## src/rtl/sevseg_decoder.sv

```systemverilog
// sevseg_decoder: recovers a minutes/seconds value from a multiplexed,
// active-low, four-digit seven-segment scan (Anode select + leds segments).
// Optional feature macro: SEVSEG_DEC_TIMEOUT_EN discards a partial frame
// after TIMEOUT_CYC cycles without a capture and raises stale.
//
// state   | meaning
// COLLECT | filling digit slots from settled captures
// EMIT    | one cycle: validate the full frame, update outputs, clear slots
module sevseg_decoder #(
  parameter int unsigned SETTLE_CYC  = 2,
  parameter int unsigned TIMEOUT_CYC = 1024
) (
  input  logic       clk,
  input  logic       rst_n,
  input  logic [6:0] leds,
  input  logic [3:0] Anode,
  output logic [5:0] min,
  output logic [5:0] sec,
  output logic       frame_valid,
  output logic       seg_err,
  output logic       stale
);

  typedef enum logic {COLLECT, EMIT} state_t;

  // Capture fires when the run of identical samples reaches SETTLE_CYC,
  // i.e. when SETTLE_CYC-1 consecutive equal comparisons have been seen.
  localparam logic [3:0] SETTLE_M1 = 4'(SETTLE_CYC - 1);

  state_t          state;
  logic [10:0]     smp_q, smp_prev;
  logic [3:0]      stab_cnt, stab_nxt;
  logic            same;
  logic            slot_ok;
  logic [1:0]      slot;
  logic [3:0]      slot_oh;
  logic            dig_bad;
  logic [3:0]      dig_val;
  logic            cap, tmo, emit_ok;
  logic [3:0][3:0] digit;
  logic [3:0]      filled, bad;

  // Register the raw bus once and keep one previous sample for comparison
  always_ff @(posedge clk or negedge rst_n) begin
    if (!rst_n) begin
      smp_q    <= '0;
      smp_prev <= '0;
    end else begin
      smp_q    <= {Anode, leds};
      smp_prev <= smp_q;
    end
  end

  assign same     = (smp_q == smp_prev);
  assign stab_nxt = !same ? 4'd0 : (stab_cnt == 4'd15) ? 4'd15 : stab_cnt + 4'd1;

  // Count consecutive equal samples, saturating at 15
  always_ff @(posedge clk or negedge rst_n) begin
    if (!rst_n) stab_cnt <= '0;
    else        stab_cnt <= stab_nxt;
  end

  // Map the active-low digit select to a slot; blank or multi-select is ignored
  always_comb begin
    slot_ok = 1'b1;
    slot    = 2'd0;
    case (smp_q[10:7])
      4'b0111: slot = 2'd3;
      4'b1011: slot = 2'd2;
      4'b1101: slot = 2'd1;
      4'b1110: slot = 2'd0;
      default: slot_ok = 1'b0;
    endcase
  end

  assign slot_oh = 4'b0001 << slot;

  // Decode active-low {g,f,e,d,c,b,a}; anything not a clean digit is invalid
  always_comb begin
    dig_bad = 1'b0;
    dig_val = 4'd0;
    case (smp_q[6:0])
      7'b1000000: dig_val = 4'd0;
      7'b1111001: dig_val = 4'd1;
      7'b0100100: dig_val = 4'd2;
      7'b0110000: dig_val = 4'd3;
      7'b0011001: dig_val = 4'd4;
      7'b0010010: dig_val = 4'd5;
      7'b0000010: dig_val = 4'd6;
      7'b1111000: dig_val = 4'd7;
      7'b0000000: dig_val = 4'd8;
      7'b0011000: dig_val = 4'd9;
      default:    dig_bad = 1'b1;
    endcase
  end

  assign cap     = slot_ok && (stab_nxt == SETTLE_M1);
  assign emit_ok = (bad == 4'b0000) && (digit[3] <= 4'd5) && (digit[1] <= 4'd5);

`ifdef SEVSEG_DEC_TIMEOUT_EN
  localparam logic [15:0] TMO_LIM = 16'(TIMEOUT_CYC);
  logic [15:0] idle_cnt;

  // Cycles since the last capture, parked at the limit
  always_ff @(posedge clk or negedge rst_n) begin
    if (!rst_n)                   idle_cnt <= '0;
    else if (cap)                 idle_cnt <= '0;
    else if (idle_cnt != TMO_LIM) idle_cnt <= idle_cnt + 16'd1;
  end

  assign tmo = (state == COLLECT) && (idle_cnt == TMO_LIM) && (filled != 4'b0000);

  // stale marks a discarded partial frame until the next good frame
  always_ff @(posedge clk or negedge rst_n) begin
    if (!rst_n)                        stale <= 1'b0;
    else if (tmo)                      stale <= 1'b1;
    else if (state == EMIT && emit_ok) stale <= 1'b0;
  end
`else
  assign tmo   = 1'b0;
  assign stale = 1'b0;
`endif

  // Frame FSM: slot bookkeeping, validation and registered outputs.
  // Slot clears are issued before the capture write so a capture arriving
  // during EMIT (or on a timeout cycle) lands in the fresh frame.
  always_ff @(posedge clk or negedge rst_n) begin
    if (!rst_n) begin
      state       <= COLLECT;
      filled      <= '0;
      bad         <= '0;
      digit       <= '0;
      min         <= '0;
      sec         <= '0;
      frame_valid <= 1'b0;
      seg_err     <= 1'b0;
    end else begin
      frame_valid <= 1'b0;
      case (state)
        COLLECT: begin
          if (!tmo && cap && ((filled | slot_oh) == 4'b1111)) state <= EMIT;
        end
        EMIT: begin
          state <= COLLECT;
          if (emit_ok) begin
            min         <= 6'd10 * {2'b00, digit[3]} + {2'b00, digit[2]};
            sec         <= 6'd10 * {2'b00, digit[1]} + {2'b00, digit[0]};
            frame_valid <= 1'b1;
            seg_err     <= 1'b0;
          end else begin
            seg_err <= 1'b1;
          end
        end
        default: state <= COLLECT;
      endcase
      if (state == EMIT || tmo) begin
        filled <= '0;
        bad    <= '0;
      end
      if (cap) begin
        filled[slot] <= 1'b1;
        bad[slot]    <= dig_bad;
        digit[slot]  <= dig_val;
      end
    end
  end

endmodule
```

## config.mk

```make
export PLATFORM = sky130hd
export DESIGN_NAME = sevseg_decoder
export DESIGN_NICKNAME = d
export VERILOG_FILES = /design/src/rtl/sevseg_decoder.sv
export SDC_FILE = /design/constraint.sdc
export NUM_CORES = 1
export LEC_CHECK = 0
export ABC_AREA = 1
export CAP_MARGIN = 0
export CORE_MARGIN = 1
export CORE_UTILIZATION = 62
export DETAILED_ROUTE_END_ITERATION = 16
export GPL_TIMING_DRIVEN = 0
export PLACE_DENSITY_LB_ADDON = 0.08
export RECOVER_POWER = 25
export SLEW_MARGIN = 15
export SYNTH_ARGS = -nofsm -noshare
export SYNTH_HDL_FRONTEND = slang
export SYNTH_SLANG_ARGS = --single-unit
```

## constraint.sdc

```tcl
create_clock -name clk -period 2.89 [get_ports clk]
set_input_delay 0.7225 -clock clk [delete_from_list [all_inputs] [get_ports clk]]
set_output_delay 0.7225 -clock clk [all_outputs]
set_load 0.01 [all_outputs]
```

# ---- Word-level counts from Yosys, hierarchy flattened
# Cells that the tools add are included.
dict set report totals {
  regBits 65
  word_cells 75
}
dict set report op_classes {
  addsub 3
  mul 2
  order_cmp 4
  n_eq_ne 17
  shift 1
  mux 21
  n_bitwise 3
  n_reduce_logical 10
}
# cell n
set ops {}
lappend ops {{4-bit one-hot mux with 9 select lines} 1}
lappend ops {{4-bit 2-to-1 mux} 7}
lappend ops {{7-bit by 5-bit == test with 1-bit output, second input constant} 3}
lappend ops {{7-bit == test, second input constant} 3}
lappend ops {{4-bit == test, second input constant} 5}
lappend ops {{16-bit bitwise mux} 1}
lappend ops {{7-bit by 6-bit == test with 1-bit output, second input constant} 2}
lappend ops {{6-bit by 4-bit adder with 6-bit output} 2}
lappend ops {{11-bit == test} 1}
lappend ops {{3-bit by 4-bit multiplier with 5-bit output, first input constant} 2}
lappend ops {{10-bit OR reduction} 1}
lappend ops {{4-bit demux with 2-bit select} 1}
lappend ops {{4-bit by 3-bit <= comparator with 1-bit output, second input constant} 2}
lappend ops {{4-bit OR} 2}
lappend ops {{7-bit by 2-bit == test with 1-bit output, second input constant} 1}
lappend ops {{7-bit zero test} 1}
lappend ops {{1-bit 2-to-1 mux} 7}
lappend ops {{2-bit one-hot mux with 3 select lines} 1}
lappend ops {{1-bit logical AND} 5}
lappend ops {{4-bit by 1-bit adder with 4-bit output, second input constant} 1}
lappend ops {{4-bit bitwise mux} 1}
lappend ops {{4-bit by 1-bit == test with 1-bit output, second input constant} 1}
lappend ops {{4-bit by 3-bit == test with 1-bit output, second input constant} 1}
lappend ops {{4-bit zero test} 1}
lappend ops {{other kinds (8)} 8}

# ---- Depth between registers and ports, before layout
dict set report logic_depth {
  depth_word 8
  mapped_depth 13
  depth_no_buf 12
}

# ---- Worst setup path before layout
# No wires, ideal clock.
dict set report synth_timing {
  path_kind {register -> register}
  start {reg stab_cnt[0]}
  end {reg digit[5] (netlist name)}
  arrival_time_ns 1.485
  t_required_ns 2.773
  slack_ns 1.288
  stages_incl_launch_ff 11
  n_path_buf 1
  synth_period_minus_slack_ns 1.602
  path_cell_list {dfrtp_1 -> ha_1 -> nand3_1 -> nand3_1 -> inv_1 -> nand4_2 -> nor2_4 -> buf_6 -> nand2_4 -> nand2_1 -> nand2_1}
}
dict set report synth_via {
  elab_chain_cells 5
}
# item line_no
set synth_lines {}
lappend synth_lines {{from (decl)} 32} ;# logic [3:0] stab_cnt, stab_nxt;
lappend synth_lines {{from (signal assigned)} 60} ;# else stab_cnt <= stab_nxt;
lappend synth_lines {{4-bit by 1-bit adder with 4-bit output / 4-bit == test (equally long branches)} 55} ;# assign stab_nxt = !same ? 4'd0 : (stab_cnt == 4'd15) ? 4'd15 : stab_cnt + 4'd1;
lappend synth_lines {{4-bit 2-to-1 mux * (2 in a row)} 55}
lappend synth_lines {{4-bit by 1-bit == test with 1-bit output *} 97} ;# assign cap = slot_ok && (stab_nxt == SETTLE_M1);
lappend synth_lines {{1-bit logical AND *} 97}
lappend synth_lines {{to (signal, indexed assignment)} 163} ;# digit[slot] <= dig_val;
lappend synth_lines {{to (decl)} 40} ;# logic [3:0][3:0] digit;
# Mark *: on every way between the ends. The rest lies on a longest branch, timed or not.
# A chain may end at the register's enable or synchronous reset.

# ---- Worst setup path in the final report
dict set report layout_timing {
  start {reg min[4]}
  end {out min[4]}
}
# item line_no
set layout_rtl {}
lappend layout_rtl {{from (decl)} 17} ;# output logic [5:0] min,
lappend layout_rtl {{from (signal assigned)} 146} ;# min <= 6'd10 * {2'b00, digit[3]} + {2'b00, digit[2]};
# No word-level cell between the ends.

==> run_results.csv <==
group,metric,value,unit
timing,setup_tns,0,ps
setup_path,crit_slowest_cell,"clkdlybuf4s50_1",
clocking,tritoncts,"done",
setup_path,cp_num_buf_inv,1,
drt,drt_first_pass_iters,4,
timing,slew_headroom,-0.291,%
yosys,synth_cells,386,
setup_path,worstPathRequired,2170,ps
place,hpwlAfterDp,4560,um
setup_path,critPathMaxStageDelay,540,ps
setup_path,crit_path_start_kind,"flop",
setup_path,cp-end-kind,"primary output",
yosys,syn_area,3240,sq um
worst_hold_path,min_path_type,"flop to flop",
clocking,cts_inserted_buffers,9,
power_and_ir_drop,powerDensity,467,nW/um^2
clocking,cts-root-buf,"clkbuf_8",
timing,fin_crit_sh,67.6,%
timing,whs,468,ps
clocking,insertion_delay,340,ps
timing,slew_viol_final,27,
place,gp_congestion,0.818,
yosys,synth-edff-count,0,
power_and_ir_drop,vdd_drop_max,0.000395,V
grt,grt_pass1_vias,2457,
place,io_buffers,26,
yosys,syn_area_per_cell,8.40,sq um
drt,via_per_inst,5.16,
timing,finalCriticalPeriod,1950,ps
yosys,synth_ff_type,"dfrtp_1",
drt,vias,2558,
drt,wl_per_cell,12.6,um
final_layout,mostFrequentLayoutCell,"nand2_1",
setup_path,crit_chain,"clkdlybuf4s50_1",
final_layout,diodes,0,
yosys,yosysSeqAreaShare,50.2,%
timing,setup_viol,0,
clocking,h-tree-depth,3,
timing,max_freq,512,MHz
floorplanning,die_w,74.3,um
timing,tightest_slew,1500,ps
setup_path,crit_type,"flop to primary output",
drt,ant_nets,0,
timing,rsz0062_at_grt,"no",
yosys,synth_nets,414,
final_layout,layout_common_cells,"nand2_1 (125), dfrtp_1 (65), inv_1 (46)",
drt,route.detailed.drc,0,
outcome,status,"complete, but fails checks",
outcome,failed_checks,"capacitance limit, slew limit",
clocking,cts_resized,0,
setup_path,crit_fanout,2,
clocking,cts.sinks,65,
setup_path,worstPathArrival,1230,ps
floorplanning,die_h,74.3,um
grt,grt_pass1_wl,10600,um
timing,hold_violations,0,
yosys,ys_warn_count,0,
power_and_ir_drop,p_leak,0.00205,uW
drt,drt_iter0_markers,154,
floorplanning,num_rows,25,
grt,grt_overflow,0,
clocking,cts_hold_buffers,0,
clocking,post_cts_buffers,0,
floorplanning,io-pin-count,28,
floorplanning,design.core.area,4880,sq um
floorplanning,dieArea,5520,sq um
clocking,clockBufferDepth,2,
final_layout,nets,452,
final_layout,drive_gt1_share,8.16,%
grt,gr-usage-all-layers,26.2,%
grt,antenna_found_initial,0,
setup_path,cpLargestDelayFamily,"buffers and inverters",
timing,finClkSkew,7.77,ps
grt,grt_max_degree,39,
yosys,yosys_register_bits,65,
drt,drt-total-wl,6260,um
clocking,clkTransAtPathRegs,70,ps
job,drv_cap,1,
final_layout,area_growth,17.0,%
yosys,async_flop_share,100,%
yosys,synth.distinct_cells,28,
floorplanning,start_util,66.5,%
## flip-flops by register name (all words and copies together), names as in the netlist
signal and count:
digit 16, smp_prev 11, smp_q 11, min 6, sec 6, bad 4
filled 4, stab_cnt 4, frame_valid 1, seg_err 1, state 1
## final cells by class
class / instances / area (sq um)
Buffer: 7 / 45.0
Multi-Input combinational cell: 264 / 1380
Inverter: 50 / 188
Fill cell: 372 / 1090
Clock buffer: 14 / 183
Timing Repair Buffer: 27 / 274
Clock inverter: 2 / 10.0
Tap cell: 67 / 83.8
Sequential cell: 65 / 1630
## cells by family (layout without fill, tap and decap cells)
| logic type | Yosys count | count (layout) | share of synthesized area [%] |
|---|---|---|---|
| AOI/OAI and AO/OA | 18 | 18 | 2.97 |
| buffers and inverters | 57 | 100 | 7.18 |
| DFF | 65 | 65 | 50.2 |
| xor gates and xnor gates | 16 | 16 | 4.32 |
| and+or+nand+nor | 214 | 214 | 29.0 |
| adders and majority gates | 15 | 15 | 6.25 |
| other | 1 | 1 | 0.116 |
## path summary, 6_finish.rpt
check | from | end | slack (ps) | depth (start not counted)
worst min register to register | smp_q[5] | smp_prev[5] | 470 | 0
max in group asynchronous | rst_n | digit[8] | 1270 | 1
worst min-delay path | smp_q[5] | smp_prev[5] | 470 | 0
worst max-delay path | min[4] | min[4] | 940 | 1
worst max register to register | smp_q[6] | digit[1] | 1040 | 12
min in group asynchronous | rst_n | stab_cnt[2] | 740 | 1
## worst register-to-register path, cell delays in order, from the launching register on
cell	delay [ps]
dfrtp_1	450
inv_2	90
nand2_1	90
nand2_1	70
nor2_2	110
nand2_2	80
nor2_4	170
nand4_2	130
nor2_4	160
buf_6	170
nand2_4	80
nand2_1	70
nand2_1	60
## routing by layer
layer	up-vias	part of all wire [%]	track usage, %
met5	-	0	0
met4	0	2.0	13.4
met3	11	3.1	4.88
met2	54	48	42.9
met1	1200	47	33.5
li1	1293	-	-
## metrics by stage
stage               cell area [sq um]  utilization, %  power [uW]  worst slack (ps)  cells
floorplan                        3240               -        1010              1290    386
global placement                 3590            73.5        1050              -922    479
detailed placement               3600            73.9        1060              1090    480
CTS                              3800            77.8        1790               915    496
global route                     3790            77.7        1830               877    496
finish                           3790            77.7        1770               935    496
## where the power goes
group | switching, uW | internal [uW] | leakage (uW)
clock | 330 | 403 | 0.000102
combinational | 59.3 | 36.3 | 0.00109
sequential | 16.1 | 926 | 0.000857
total | 406 | 1370 | 0.00205
## Yosys cell counts (4+ instances only)
library cell / count / area share, %
dfrtp_1: 65 / 50
ha_1: 13 / 5.0
inv_1: 46 / 5.3
inv_2: 4 / 0.46
nand2_1: 125 / 14
nand3_1: 37 / 5.7
nand4_1: 11 / 2.1
nor2_1: 27 / 3.1
o21ai_1: 10 / 1.5
xnor2_1: 8 / 2.2
xor2_1: 8 / 2.2
Note: power is estimated with default switching activity, not from simulation.
